==> config.mk <==
export PLATFORM = sky130hd
export DESIGN_NAME = bcd_conv_sched
export DESIGN_NICKNAME = d
export VERILOG_FILES = /design/src/rtl/bcd_conv_sched.sv
export SDC_FILE = /design/constraint.sdc
export NUM_CORES = 1
export LEC_CHECK = 0
export CAP_MARGIN = 20
export CORE_ASPECT_RATIO = 0.6
export CORE_MARGIN = 2
export CORE_UTILIZATION = 46
export CTS_CLUSTER_DIAMETER = 150
export DETAILED_ROUTE_END_ITERATION = 8
export GPL_TIMING_DRIVEN = 0
export MAX_ROUTING_LAYER = met4
export PLACE_DENSITY = 0.75
export REMOVE_ABC_BUFFERS = 1
export SKIP_CTS_REPAIR_TIMING = 1
export SLEW_MARGIN = 20
export SYNTH_ARGS = -nofsm -noshare
export SYNTH_HDL_FRONTEND = slang
export SYNTH_SLANG_ARGS = --single-unit
export TNS_END_PERCENT = 1
==> constraint.sdc <==
create_clock -name clk -period 2.5 [get_ports clk]
set_input_delay 0.5 -clock clk [delete_from_list [all_inputs] [get_ports clk]]
set_output_delay 0.5 -clock clk [all_outputs]
set_load 0.02 [all_outputs]
==> src/rtl/bcd_conv_sched.sv <==
// rtl/bcd_conv_sched.sv - shared iterative binary-to-BCD converter with round-robin scheduler
//
// Ports:
//   clk, rst_n         clock, asynchronous active-low reset
//   req[CH]            per-channel conversion request (level)
//   value[8*CH]        packed 8-bit operands, channel i at [8*i+7:8*i]
//   grant[CH]          one-hot pulse: that channel's value was captured
//   busy               conversion in progress
//   out_valid          pulse: out_ch/hundreds/tens/ones updated
//   out_ch             channel of the current result
//   hundreds/tens/ones BCD digits of the current result
//   rd_sel, rd_bcd     combinational read of the per-channel result bank
module bcd_conv_sched #(
    parameter int CH   = 4,
    parameter int CH_W = 2
) (
    input  logic              clk,
    input  logic              rst_n,
    input  logic [CH-1:0]     req,
    input  logic [8*CH-1:0]   value,
    output logic [CH-1:0]     grant,
    output logic              busy,
    output logic              out_valid,
    output logic [CH_W-1:0]   out_ch,
    output logic [3:0]        hundreds,
    output logic [3:0]        tens,
    output logic [3:0]        ones,
    input  logic [CH_W-1:0]   rd_sel,
    output logic [11:0]       rd_bcd
);

    typedef enum logic {
        IDLE,
        CONV
    } state_t;

    state_t            state;
    state_t            state_nxt;
    logic [19:0]       sreg;
    logic [19:0]       sreg_step;
    logic [3:0]        cnt;
    logic [CH_W-1:0]   ptr;
    logic [CH_W-1:0]   cur_ch;
    logic              win_found;
    logic [CH_W-1:0]   win_idx;
    logic [7:0]        win_val;
    logic [11:0]       bank [CH];

    // One double-dabble step: bits [19:8] hold three BCD digits, [7:0] the
    // remaining binary. Each digit is corrected independently before the shift.
    function automatic logic [19:0] dd_step(input logic [19:0] s);
        logic [19:0] t;
        t = s;
        if (t[11:8] >= 4'd5)
            t[11:8] = t[11:8] + 4'd3;
        if (t[15:12] >= 4'd5)
            t[15:12] = t[15:12] + 4'd3;
        if (t[19:16] >= 4'd5)
            t[19:16] = t[19:16] + 4'd3;
        return {t[18:0], 1'b0};
    endfunction

    assign sreg_step = dd_step(sreg);

    // Round-robin pick: scan from the channel after the last winner.
    always_comb begin
        win_found = 1'b0;
        win_idx   = '0;
        win_val   = '0;
        for (int k = 1; k <= CH; k++) begin
            if (!win_found && req[(int'(ptr) + k) % CH]) begin
                win_found = 1'b1;
                win_idx   = CH_W'((int'(ptr) + k) % CH);
                win_val   = value[8 * ((int'(ptr) + k) % CH) +: 8];
            end
        end
    end

    always_comb begin
        state_nxt = state;
        case (state)
            IDLE: if (win_found) state_nxt = CONV;
            CONV: if (cnt == 4'd1) state_nxt = IDLE;
        endcase
    end

    always_ff @(posedge clk or negedge rst_n) begin
        if (!rst_n)
            state <= IDLE;
        else
            state <= state_nxt;
    end

    always_ff @(posedge clk or negedge rst_n) begin
        if (!rst_n) begin
            grant     <= '0;
            busy      <= 1'b0;
            out_valid <= 1'b0;
            out_ch    <= '0;
            hundreds  <= '0;
            tens      <= '0;
            ones      <= '0;
            sreg      <= '0;
            cnt       <= '0;
            ptr       <= CH_W'(CH - 1);
            cur_ch    <= '0;
            for (int i = 0; i < CH; i++)
                bank[i] <= '0;
        end else begin
            grant     <= '0;
            out_valid <= 1'b0;
            case (state)
                IDLE: begin
                    if (win_found) begin
                        grant  <= CH'(1) << win_idx;
                        ptr    <= win_idx;
                        cur_ch <= win_idx;
                        sreg   <= {12'd0, win_val};
                        cnt    <= 4'd8;
                        busy   <= 1'b1;
                    end
                end
                CONV: begin
                    sreg <= sreg_step;
                    cnt  <= cnt - 4'd1;
                    if (cnt == 4'd1) begin
                        hundreds     <= sreg_step[19:16];
                        tens         <= sreg_step[15:12];
                        ones         <= sreg_step[11:8];
                        out_ch       <= cur_ch;
                        bank[cur_ch] <= sreg_step[19:8];
                        out_valid    <= 1'b1;
                        busy         <= 1'b0;
                    end
                end
            endcase
        end
    end

    // Out-of-range selects fall through to zero.
    always_comb begin
        rd_bcd = 12'h000;
        for (int i = 0; i < CH; i++) begin
            if (rd_sel == CH_W'(i))
                rd_bcd = bank[i];
        end
    end

endmodule

==> results of run 1 <==
## power groups by stage
stage	logic, mW	clock network [mW]	registers [mW]
after CTS	3.19	1.55	2.85
after floorplan	2.01	0	2.83
final	3.22	1.52	2.91
after global placement	3.01	0	2.81
after detailed placement	3.18	0	2.87
after global routing	3.59	1.62	3.00
## cells by family (layout without fill, tap and decap cells)
family / after synthesis / in the layout
flip-flops: 97 / 97
AND/OR/NAND/NOR: 176 / 176
multiplexers: 53 / 53
adder cells (fa/ha/maj): 8 / 8
AO/OA/AOI/OAI: 167 / 167
buffers and inverters: 49 / 102
XOR/XNOR: 5 / 5
## cells in the mapped netlist, types with 5 or more instances
| library cell | number | share of area, % |
|---|---|---|
| sky130_fd_sc_hd__a22oi_1 | 5 | 0.70 |
| sky130_fd_sc_hd__mux2i_1 | 19 | 3.5 |
| sky130_fd_sc_hd__nand3_1 | 15 | 1.4 |
| sky130_fd_sc_hd__ha_1 | 8 | 1.9 |
| sky130_fd_sc_hd__and2_1 | 6 | 0.70 |
| sky130_fd_sc_hd__o21ai_0 | 83 | 7.7 |
| sky130_fd_sc_hd__buf_2 | 12 | 1.1 |
| sky130_fd_sc_hd__mux2_2 | 19 | 4.0 |
| sky130_fd_sc_hd__a21o_1 | 5 | 0.70 |
| sky130_fd_sc_hd__nor2_1 | 21 | 1.5 |
| sky130_fd_sc_hd__nor3b_1 | 7 | 0.97 |
| sky130_fd_sc_hd__nand2b_1 | 7 | 0.81 |
| sky130_fd_sc_hd__nand2_1 | 93 | 6.5 |
| sky130_fd_sc_hd__inv_1 | 10 | 0.70 |
| sky130_fd_sc_hd__a221oi_1 | 5 | 0.81 |
| sky130_fd_sc_hd__a32o_1 | 6 | 1.1 |
| sky130_fd_sc_hd__clkbuf_1 | 23 | 1.6 |
| sky130_fd_sc_hd__dfrtp_1 | 95 | 44 |
| sky130_fd_sc_hd__mux4_2 | 14 | 5.8 |
| sky130_fd_sc_hd__a21oi_1 | 23 | 2.1 |
## stage by stage
step	util (%)	TNS, ns
global placement	54.0	-326.48
global route	58.1	-0.404
detailed placement	54.5	-38.62
finish	58.1	-0.0583
CTS	57.5	-37.28
floorplan	-	-0.295
## routing by layer
metal  GRT usage, %  part of all wire, %
met2           35.1                   46
met3           5.30                  6.7
met4           5.79                 0.46
met1           34.2                   47
met5              -                    0
## final cells by class
cell class	instances	area, um^2
repair buffers	73	754
clock inverters	4	73.8
clock buffers	12	267
multi-input cells	409	2820
repair inverters	1	5.00
well taps	160	200
fillers	967	4760
flip-flops and latches	97	2440
inverters	12	55.1
## worst register-to-register path, cell delays in order, from the launching register on
cell	delay, ns
sky130_fd_sc_hd__dfstp_4	1.01
sky130_fd_sc_hd__mux4_2	0.62
sky130_fd_sc_hd__and2_1	0.15
sky130_fd_sc_hd__o21a_1	0.18
sky130_fd_sc_hd__a211o_1	0.27
sky130_fd_sc_hd__a31o_1	0.22
## flip-flops by register name, indices dropped and copies added, names as in the netlist, 4 cells and up
register	flops
bank	48
sreg	20
cnt	4
grant	4
hundreds	4
ones	4
tens	4
## path summary, 6_finish.rpt
path / end / slack [ns] / cells after the start
max: sreg[0] / -0.06 / 5
min: bank[25] / -0.0001 / 1
max reg2reg: sreg[0] / -0.06 / 5
min reg2reg: bank[5] / 0.48 / 2
max in group asynchronous: ptr[0] / 1.85 / 2
min in group clk: bank[5] / 0.48 / 2
==> impl_metrics.prom, run 1 <==
# TYPE chip_impl_metric gauge
chip_impl_metric{name="sequentialPowerShare",unit="%"} 38.0
chip_impl_metric{name="fin_nets",unit=""} 651
chip_impl_metric{name="worst_slew_margin_rel",unit="%"} 52.3
chip_impl_metric{name="postSynthCellCount",unit=""} 555
chip_impl_info{name="path_cells",value="mux4_2, and2_1, o21a_1, a211o_1, a31o_1"} 1
chip_impl_info{name="critical_path.slowest_cell",value="sky130_fd_sc_hd__dfstp_4"} 1
chip_impl_metric{name="post_synth_instance_area",unit="mm^2"} 0.00539
chip_impl_metric{name="globalplace.congestion",unit=""} 0.918
chip_impl_info{name="outcome",value="complete, but fails checks"} 1
chip_impl_metric{name="fraction_of_layout_cells_with_a_size_suffix_above_1",unit="%"} 12.2
chip_impl_metric{name="power_switching_share",unit="%"} 39.0
chip_impl_metric{name="fmaxAchievable",unit="GHz"} 0.391
chip_impl_info{name="critical_path_start_end_classification",value="reg2reg"} 1
chip_impl_metric{name="worst-path-buf-inv",unit=""} 0
chip_impl_metric{name="synth_fa_ha_area_share",unit="%"} 1.86
chip_impl_info{name="ys_dominant_reg_cell",value="sky130_fd_sc_hd__dfrtp_1"} 1
chip_impl_info{name="synth_top_family_by_area",value="compound AO/OA/AOI/OAI gates"} 1
chip_impl_metric{name="antenna_violations_before_repair",unit=""} 0
chip_impl_metric{name="grt_start_max_net_pins",unit=""} 75
chip_impl_metric{name="die_area",unit="mm^2"} 0.0126
chip_impl_metric{name="first_pass_grt_wire_length",unit="mm"} 22.6
chip_impl_info{name="root_buffer",value="sky130_fd_sc_hd__clkbuf_16"} 1
chip_impl_metric{name="initial_utilization",unit="%"} 47.4
chip_impl_info{name="grt_setup_unrepaired",value="yes"} 1
chip_impl_info{name="crit_path_leading_delay_family",value="flip-flops"} 1
chip_impl_metric{name="layout.cells.non_filler",unit=""} 768
chip_impl_metric{name="finalHoldViolCount",unit=""} 1
chip_impl_metric{name="power_density",unit="mW/mm^2"} 1160
chip_impl_info{name="setup.worst_path.start",value="ptr[1]"} 1
chip_impl_info{name="cp-end-kind",value="flip-flop"} 1
chip_impl_metric{name="placed_cell_area",unit="mm^2"} 0.00620
chip_impl_metric{name="cts_made_buffers",unit=""} 9
chip_impl_metric{name="worst_clock_skew",unit="ns"} 0.00624
chip_impl_metric{name="cts_h_tree_depth",unit=""} 3
chip_impl_metric{name="report.final.setup_viol",unit=""} 1
chip_impl_metric{name="syn_to_final_growth",unit="%"} 22.6
chip_impl_metric{name="coreArea",unit="mm^2"} 0.0114
chip_impl_metric{name="place_hpwl",unit="mm"} 9.50
chip_impl_metric{name="yosys_warnings",unit=""} 0
chip_impl_metric{name="numPortBuffers",unit=""} 71
chip_impl_metric{name="final_max_slew_viol_count",unit=""} 0
chip_impl_metric{name="ir_drop",unit="uV"} 574
chip_impl_metric{name="power",unit="mW"} 7.65
chip_impl_metric{name="min_period_over_period",unit="%"} 102
chip_impl_metric{name="antenna_cells_inserted",unit=""} 0
chip_impl_metric{name="global_route.overflow_total",unit=""} 0
chip_impl_metric{name="insertion_delay_of_the_later_clocked_pin_in_the_worst_skew_pair",unit="ns"} 0.34
chip_impl_metric{name="drt-wirelength-per-cell",unit="um"} 17.9
chip_impl_metric{name="combinationalPowerShare",unit="%"} 42.1
chip_impl_metric{name="crit_required",unit="ns"} 2.73
chip_impl_metric{name="grt.total_usage",unit="%"} 24.0
chip_impl_metric{name="clkSlewWorstSetupHoldPaths",unit="ns"} 0.06
chip_impl_metric{name="synth_cell_types",unit=""} 63
chip_impl_metric{name="synth-seq-area-share",unit="%"} 45.1
chip_impl_info{name="top_library_cells_by_usage_in_the_layout_fill_and_taps_aside",value="sky130_fd_sc_hd__dfrtp_1 (94), sky130_fd_sc_hd__nand2_1 (92), sky130_fd_sc_hd__o21ai_0 (83), sky130_fd_sc_hd__clkdlybuf4s50_1 (65), sky130_fd_sc_hd__a21oi_1 (23)"} 1
chip_impl_info{name="min_path_type",value="in2async"} 1
chip_impl_info{name="clock_tree_from_tritoncts",value="done"} 1
chip_impl_metric{name="drt_first_iter_violations",unit=""} 410
chip_impl_metric{name="dieHeight",unit="um"} 87.9
chip_impl_metric{name="die_wd",unit="um"} 144
chip_impl_metric{name="max_slew.worst_pin.slew",unit="ns"} 0.714
chip_impl_metric{name="routed_wirelength",unit="mm"} 13.7
chip_impl_info{name="failed_checks",value="negative hold slack, negative setup slack"} 1
chip_impl_metric{name="post-place-cells",unit=""} 751
chip_impl_metric{name="synth-seq-cells",unit=""} 97
chip_impl_metric{name="drt_first_pass_iters",unit=""} 5
chip_impl_metric{name="layout_min_cycle_time",unit="ns"} 2.56
chip_impl_metric{name="path_max_fanout",unit=""} 58
chip_impl_metric{name="cap_viol_max_count",unit=""} 0
chip_impl_metric{name="number_of_flops_mapped_to_enable_cells_by_yosys",unit=""} 0
chip_impl_metric{name="clkSinkCount",unit=""} 97
chip_impl_metric{name="fin_ws",unit="ns"} -0.0583
chip_impl_metric{name="whs",unit="ns"} -0.000100
chip_impl_metric{name="floorplan.rows",unit=""} 30
chip_impl_metric{name="vias_per_cell",unit=""} 5.89
chip_impl_metric{name="detailed_route_via_count",unit=""} 4525
chip_impl_metric{name="synth-xor-area-share",unit="%"} 0.812
chip_impl_metric{name="p_sw",unit="mW"} 2.98
chip_impl_metric{name="pre_cts_ws",unit="ns"} -0.861
chip_impl_metric{name="power.leakage",unit="nW"} 2.79
chip_impl_metric{name="crit_arrival",unit="ns"} 2.79
chip_impl_metric{name="synth_simple_gate_area_share",unit="%"} 15.4
chip_impl_metric{name="clock_network_fraction_of_total_power",unit="%"} 19.9
chip_impl_metric{name="clock_path_buffers",unit=""} 2
chip_impl_metric{name="design_area",unit="mm^2"} 0.00661
chip_impl_info{name="final_common_cell",value="sky130_fd_sc_hd__dfrtp_1"} 1
chip_impl_metric{name="route.antenna.remaining_nets",unit=""} 0
chip_impl_metric{name="post_synth.cell_area_avg",unit="um^2"} 9.71
chip_impl_metric{name="internal-power",unit="mW"} 4.67
chip_impl_info{name="regToRegStartpoint",value="ptr[1]"} 1
chip_impl_metric{name="synth.mux.area_fraction",unit="%"} 13.6
chip_impl_metric{name="io_pins",unit=""} 72
chip_impl_info{name="start_kind",value="flip-flop"} 1
chip_impl_metric{name="synth_compound_gate_area_share",unit="%"} 19.4
chip_impl_metric{name="vias_in_the_first_global_route",unit=""} 4511
chip_impl_metric{name="asyncSetResetFlopFracSynth",unit="%"} 100
chip_impl_metric{name="worst_path_largest_cell_delay",unit="ns"} 1.01
chip_impl_metric{name="drc_errors",unit=""} 0
No activity file was read; power rests on OpenSTA's default activity.
==> run 2, diff against run 1 <==
Settings changed: CORE_ASPECT_RATIO 0.6 to 1.5.
==> impl_metrics.prom, run 2 (synthesis results as in run 1) <==
# TYPE chip_impl_metric gauge
chip_impl_info{name="outcome",value="complete, but fails checks"} 1
chip_impl_info{name="failed_checks",value="negative setup slack"} 1
chip_impl_metric{name="power",unit="mW"} 7.42
chip_impl_metric{name="numPortBuffers",unit=""} 71
chip_impl_metric{name="place_hpwl",unit="mm"} 8.98
chip_impl_metric{name="floorplan.rows",unit=""} 48
chip_impl_metric{name="ir_drop",unit="uV"} 381
chip_impl_metric{name="min_period_over_period",unit="%"} 101
chip_impl_info{name="min_path_type",value="reg2reg"} 1
chip_impl_info{name="path_cells",value="mux4_2, and2_1, o21a_1, a211o_1, a31o_1"} 1
chip_impl_metric{name="die_wd",unit="um"} 92.4
chip_impl_metric{name="crit_required",unit="ns"} 2.73
chip_impl_metric{name="initial_utilization",unit="%"} 47.0
chip_impl_metric{name="coreArea",unit="mm^2"} 0.0115
chip_impl_metric{name="syn_to_final_growth",unit="%"} 21.4
chip_impl_metric{name="routed_wirelength",unit="mm"} 12.8
chip_impl_metric{name="placed_cell_area",unit="mm^2"} 0.00618
chip_impl_metric{name="worst_clock_skew",unit="ns"} 0.00733
chip_impl_metric{name="die_area",unit="mm^2"} 0.0126
chip_impl_metric{name="cap_viol_max_count",unit=""} 0
chip_impl_metric{name="route.antenna.remaining_nets",unit=""} 0
chip_impl_info{name="root_buffer",value="sky130_fd_sc_hd__clkbuf_16"} 1
chip_impl_metric{name="clock_path_buffers",unit=""} 2
chip_impl_metric{name="globalplace.congestion",unit=""} 0.849
chip_impl_info{name="cp-end-kind",value="flip-flop"} 1
chip_impl_metric{name="design_area",unit="mm^2"} 0.00655
chip_impl_metric{name="fin_nets",unit=""} 652
chip_impl_metric{name="fmaxAchievable",unit="GHz"} 0.396
chip_impl_metric{name="drt_first_pass_iters",unit=""} 5
chip_impl_metric{name="grt_start_max_net_pins",unit=""} 86
chip_impl_metric{name="vias_per_cell",unit=""} 5.75
chip_impl_metric{name="clkSinkCount",unit=""} 97
chip_impl_metric{name="finalHoldViolCount",unit=""} 0
chip_impl_metric{name="insertion_delay_of_the_later_clocked_pin_in_the_worst_skew_pair",unit="ns"} 0.34
chip_impl_info{name="start_kind",value="flip-flop"} 1
chip_impl_metric{name="io_pins",unit=""} 72
chip_impl_metric{name="clkSlewWorstSetupHoldPaths",unit="ns"} 0.07
chip_impl_metric{name="dieHeight",unit="um"} 137
chip_impl_metric{name="power.leakage",unit="nW"} 2.76
chip_impl_metric{name="path_max_fanout",unit=""} 58
chip_impl_metric{name="pre_cts_ws",unit="ns"} -0.867
chip_impl_metric{name="drt-wirelength-per-cell",unit="um"} 16.9
chip_impl_metric{name="worst_slew_margin_rel",unit="%"} 58.5
chip_impl_metric{name="largest_register_ff_count",unit=""} 48
chip_impl_metric{name="drt_first_iter_violations",unit=""} 188
chip_impl_metric{name="drc_errors",unit=""} 0
chip_impl_metric{name="report.final.setup_viol",unit=""} 1
chip_impl_metric{name="antenna_violations_before_repair",unit=""} 0
chip_impl_metric{name="final_max_slew_viol_count",unit=""} 0
chip_impl_metric{name="worst_path_largest_cell_delay",unit="ns"} 1.01
chip_impl_info{name="critical_path.slowest_cell",value="sky130_fd_sc_hd__dfstp_4"} 1
chip_impl_metric{name="cts_h_tree_depth",unit=""} 3
chip_impl_info{name="final_common_cell",value="sky130_fd_sc_hd__dfrtp_1"} 1
chip_impl_metric{name="layout_min_cycle_time",unit="ns"} 2.53
chip_impl_metric{name="detailed_route_via_count",unit=""} 4362
chip_impl_metric{name="global_route.overflow_total",unit=""} 0
chip_impl_metric{name="max_slew.worst_pin.slew",unit="ns"} 0.622
chip_impl_metric{name="vias_in_the_first_global_route",unit=""} 4367
chip_impl_metric{name="first_pass_grt_wire_length",unit="mm"} 20.9
chip_impl_info{name="top_library_cells_by_usage_in_the_layout_fill_and_taps_aside",value="sky130_fd_sc_hd__dfrtp_1 (94), sky130_fd_sc_hd__nand2_1 (92), sky130_fd_sc_hd__o21ai_0 (82), sky130_fd_sc_hd__clkdlybuf4s50_1 (66), sky130_fd_sc_hd__a21oi_1 (23)"} 1
chip_impl_metric{name="finalCoreUtilization",unit="%"} 57.1
chip_impl_metric{name="fraction_of_layout_cells_with_a_size_suffix_above_1",unit="%"} 12.0
chip_impl_metric{name="crit_arrival",unit="ns"} 2.76
chip_impl_metric{name="fin_ws",unit="ns"} -0.0273
chip_impl_info{name="layout_top_registers",value="bank: 48 flops, sreg: 20 flops"} 1
chip_impl_metric{name="cts_made_buffers",unit=""} 9
chip_impl_info{name="grt_setup_unrepaired",value="yes"} 1
chip_impl_info{name="top_register",value="bank"} 1
chip_impl_metric{name="power_density",unit="mW/mm^2"} 1130
chip_impl_metric{name="grt.total_usage",unit="%"} 21.6
chip_impl_metric{name="worst-path-buf-inv",unit=""} 0
chip_impl_info{name="clock_tree_from_tritoncts",value="done"} 1
chip_impl_info{name="crit_path_leading_delay_family",value="flip-flops"} 1
chip_impl_info{name="critical_path_start_end_classification",value="reg2reg"} 1
chip_impl_metric{name="antenna_cells_inserted",unit=""} 0
run 2: power by group:
group	leakage (nW)	internal (mW)	switching [mW]	total, mW
sequential	1.25	2.22	0.652	2.87
combinational	1.36	1.49	1.69	3.18
clock	0.143	0.778	0.581	1.36
total	2.76	4.49	2.93	7.42
run 2: cell type report:
cell class,count,area [um^2]
fillers,963,4920
multi-input cells,409,2800
flip-flops and latches,97,2440
repair buffers,74,762
clock buffers,10,229
well taps,150,188
clock inverters,6,68.8
inverters,12,55.1
repair inverters,1,5.00
run 2: worst reg2reg max path, stage by stage, from the launching register on:
cell,delay (ns)
sky130_fd_sc_hd__dfstp_4,1.01
sky130_fd_sc_hd__mux4_2,0.62
sky130_fd_sc_hd__and2_1,0.16
sky130_fd_sc_hd__o21a_1,0.18
sky130_fd_sc_hd__a211o_1,0.24
sky130_fd_sc_hd__a31o_1,0.22
run 2: path summary, 6_finish.rpt:
| path | start | depth (start not counted) | slack (ns) | to |
|---|---|---|---|---|
| worst max-delay path | ptr[1] | 5 | -0.03 | sreg[0] |
| worst min-delay path | bank[19] | 2 | 0.48 | bank[19] |
| worst max register to register | ptr[1] | 5 | -0.03 | sreg[0] |
| worst min register to register | bank[19] | 2 | 0.48 | bank[19] |
| max in group asynchronous | rst_n | 3 | 1.31 | state |
| min in group asynchronous | rst_n | 2 | 0.54 | bank[42] |
run 2: metal layers:
| layer | track usage, % | part of all wire, % | up-vias |
|---|---|---|---|
| met4 | 7.21 | 1.7 | 0 |
| met1 | 24.3 | 39 | 2118 |
| met5 | - | 0 | - |
| met3 | 3.25 | 4.0 | 16 |
| li1 | - | - | 2107 |
| met2 | 39.0 | 55 | 121 |
run 2: metrics by stage:
stage               hold WS [ns]  instances  TNS [ns]
global placement           0.454        739   -314.96
global route               0.508        759    -0.340
finish                     0.478        759   -0.0273
CTS                      -0.0409        757    -38.83
floorplan                  0.204        518    -0.295
detailed placement         0.327        741    -40.19
==> run 3, diff against run 2 <==
Settings changed: CORE_MARGIN 2 to not set.
==> impl_metrics.prom, run 3 (synthesis results as in run 1) <==
# TYPE chip_impl_metric gauge
chip_impl_info{name="outcome",value="complete, but fails checks"} 1
chip_impl_info{name="failed_checks",value="negative setup slack"} 1
chip_impl_metric{name="vias_in_the_first_global_route",unit=""} 4359
chip_impl_metric{name="post-place-cells",unit=""} 741
chip_impl_metric{name="drt_first_iter_violations",unit=""} 250
chip_impl_metric{name="drt_first_pass_iters",unit=""} 6
chip_impl_info{name="layout_top_registers",value="bank: 48 flops, sreg: 20 flops"} 1
chip_impl_metric{name="die_wd",unit="um"} 90.4
chip_impl_metric{name="dieHeight",unit="um"} 135
chip_impl_metric{name="worstRegToRegCells",unit=""} 5
chip_impl_metric{name="clock_path_buffers",unit=""} 2
chip_impl_info{name="min_path_type",value="reg2reg"} 1
chip_impl_metric{name="antenna_violations_before_repair",unit=""} 0
chip_impl_metric{name="path_max_fanout",unit=""} 58
chip_impl_metric{name="max_slew.worst_pin.slew",unit="ns"} 0.927
chip_impl_info{name="final_common_cell",value="sky130_fd_sc_hd__dfrtp_1"} 1
chip_impl_metric{name="final_max_slew_viol_count",unit=""} 0
chip_impl_metric{name="global_route.overflow_total",unit=""} 0
chip_impl_metric{name="fin_nets",unit=""} 652
chip_impl_metric{name="sequential_cell_area",unit="mm^2"} 0.00244
chip_impl_metric{name="finalHoldViolCount",unit=""} 0
chip_impl_metric{name="cts_h_tree_depth",unit=""} 3
chip_impl_metric{name="layout_min_cycle_time",unit="ns"} 2.54
chip_impl_metric{name="largest_register_ff_count",unit=""} 48
chip_impl_info{name="crit_path_leading_delay_family",value="flip-flops"} 1
chip_impl_info{name="start_kind",value="flip-flop"} 1
chip_impl_metric{name="worst-path-buf-inv",unit=""} 0
chip_impl_info{name="clock_tree_from_tritoncts",value="done"} 1
chip_impl_metric{name="pre_cts_ws",unit="ns"} -0.859
chip_impl_metric{name="cts_made_buffers",unit=""} 9
chip_impl_metric{name="layout.cells.non_filler",unit=""} 759
chip_impl_info{name="critical_path_start_end_classification",value="reg2reg"} 1
chip_impl_metric{name="min_period_over_period",unit="%"} 102
chip_impl_metric{name="design_area",unit="mm^2"} 0.00661
chip_impl_metric{name="floorplan.rows",unit=""} 48
chip_impl_info{name="path_cells",value="mux4_2, and2_1, o21a_1, a211o_1, a31o_1"} 1
chip_impl_metric{name="worstSetupPathDepth",unit=""} 5
chip_impl_metric{name="layout.filler_cells",unit=""} 983
chip_impl_metric{name="syn_to_final_growth",unit="%"} 22.6
chip_impl_metric{name="cap_viol_max_count",unit=""} 0
chip_impl_metric{name="clkSinkCount",unit=""} 97
chip_impl_metric{name="grt.total_usage",unit="%"} 22.9
chip_impl_metric{name="numPortBuffers",unit=""} 71
chip_impl_metric{name="initial_utilization",unit="%"} 47.0
chip_impl_metric{name="die_area",unit="mm^2"} 0.0122
chip_impl_metric{name="grt_start_max_net_pins",unit=""} 81
chip_impl_metric{name="ir_drop",unit="uV"} 400
chip_impl_metric{name="globalplace.congestion",unit=""} 0.866
chip_impl_metric{name="worst_clock_skew",unit="ns"} 0.00788
chip_impl_metric{name="multi_input_gate_area",unit="mm^2"} 0.00280
chip_impl_metric{name="routed_wirelength",unit="mm"} 12.8
chip_impl_metric{name="worst_slew_margin_rel",unit="%"} 37.8
chip_impl_metric{name="fin_ws",unit="ns"} -0.0385
chip_impl_info{name="critical_path.slowest_cell",value="sky130_fd_sc_hd__dfstp_4"} 1
chip_impl_metric{name="insertion_delay_of_the_later_clocked_pin_in_the_worst_skew_pair",unit="ns"} 0.34
chip_impl_info{name="top_library_cells_by_usage_in_the_layout_fill_and_taps_aside",value="sky130_fd_sc_hd__dfrtp_1 (94), sky130_fd_sc_hd__nand2_1 (92), sky130_fd_sc_hd__o21ai_0 (83), sky130_fd_sc_hd__clkdlybuf4s50_1 (66), sky130_fd_sc_hd__a21oi_1 (23)"} 1
chip_impl_metric{name="placed_cell_area",unit="mm^2"} 0.00618
chip_impl_info{name="root_buffer",value="sky130_fd_sc_hd__clkbuf_16"} 1
chip_impl_metric{name="hold-path-cell-count",unit=""} 2
chip_impl_metric{name="power_density",unit="mW/mm^2"} 1170
chip_impl_info{name="top_register",value="bank"} 1
chip_impl_metric{name="crit_arrival",unit="ns"} 2.77
chip_impl_metric{name="io_pins",unit=""} 72
chip_impl_metric{name="coreArea",unit="mm^2"} 0.0115
chip_impl_metric{name="antenna_cells_inserted",unit=""} 0
chip_impl_metric{name="clkSlewWorstSetupHoldPaths",unit="ns"} 0.07
chip_impl_metric{name="first_pass_grt_wire_length",unit="mm"} 21.5
chip_impl_metric{name="report.final.setup_viol",unit=""} 1
chip_impl_info{name="grt_setup_unrepaired",value="yes"} 1
chip_impl_metric{name="power.leakage",unit="nW"} 2.79
chip_impl_metric{name="fmaxAchievable",unit="GHz"} 0.394
chip_impl_metric{name="detailed_route_via_count",unit=""} 4394
chip_impl_metric{name="drc_errors",unit=""} 0
chip_impl_info{name="cp-end-kind",value="flip-flop"} 1
chip_impl_metric{name="worst_path_largest_cell_delay",unit="ns"} 1.01
chip_impl_metric{name="vias_per_cell",unit=""} 5.79
chip_impl_metric{name="crit_required",unit="ns"} 2.73
chip_impl_metric{name="route.antenna.remaining_nets",unit=""} 0
chip_impl_metric{name="place_hpwl",unit="mm"} 8.84
chip_impl_metric{name="fraction_of_layout_cells_with_a_size_suffix_above_1",unit="%"} 11.5
chip_impl_metric{name="drt-wirelength-per-cell",unit="um"} 16.8
-- run 3: worst reg2reg max path: stages, from the launching register on --
cell and delay (ns):
sky130_fd_sc_hd__dfstp_4 1.01, sky130_fd_sc_hd__mux4_2 0.62, sky130_fd_sc_hd__and2_1 0.16, sky130_fd_sc_hd__o21a_1 0.19
sky130_fd_sc_hd__a211o_1 0.24, sky130_fd_sc_hd__a31o_1 0.22
-- run 3: power breakdown --
part	switching [mW]	total [mW]	internal, mW	leakage, nW
Combinational	1.69	3.17	1.49	1.37
Clock	0.569	1.65	1.08	0.174
Sequential	0.660	2.88	2.22	1.25
-- run 3: routing by layer --
layer	track usage (%)	share of wire [%]	wire length, um	vias up
met1	26.7	40	5140	2135
met3	3.04	3.7	473	22
li1	-	-	-	2108
met2	40.5	54	6880	129
met5	-	0	0	-
met4	8.06	2.2	280	0
-- run 3: through the flow --
stage	hold WS [ns]	total power, mW	util [%]	TNS, ns
after floorplan	0.204	4.84	-	-0.295
after global placement	0.456	5.81	53.4	-310.87
after detailed placement	0.350	5.99	53.9	-40.45
after CTS	-0.0180	7.67	57.1	-39.84
after global routing	0.498	8.22	57.6	-0.318
final	0.474	7.70	57.6	-0.0385
-- run 3: path summary, 6_finish.rpt --
check,from,end,slack (ns)
min in group asynchronous,rst_n,bank[6],0.55
max,ptr[1],sreg[0],-0.04
max reg2reg,ptr[1],sreg[0],-0.04
min,hundreds[1],hundreds[1],0.47
max in group asynchronous,rst_n,ptr[0],1.30
min reg2reg,hundreds[1],hundreds[1],0.47
-- run 3: layout make-up --
class	instances	area share (%)
inverters	12	0.776
repair inverters	1	0.0757
flip-flops and latches	97	36.9
clock inverters	5	1.95
repair buffers	74	11.5
well taps	150	2.84
multi-input cells	409	42.4
clock buffers	11	3.52
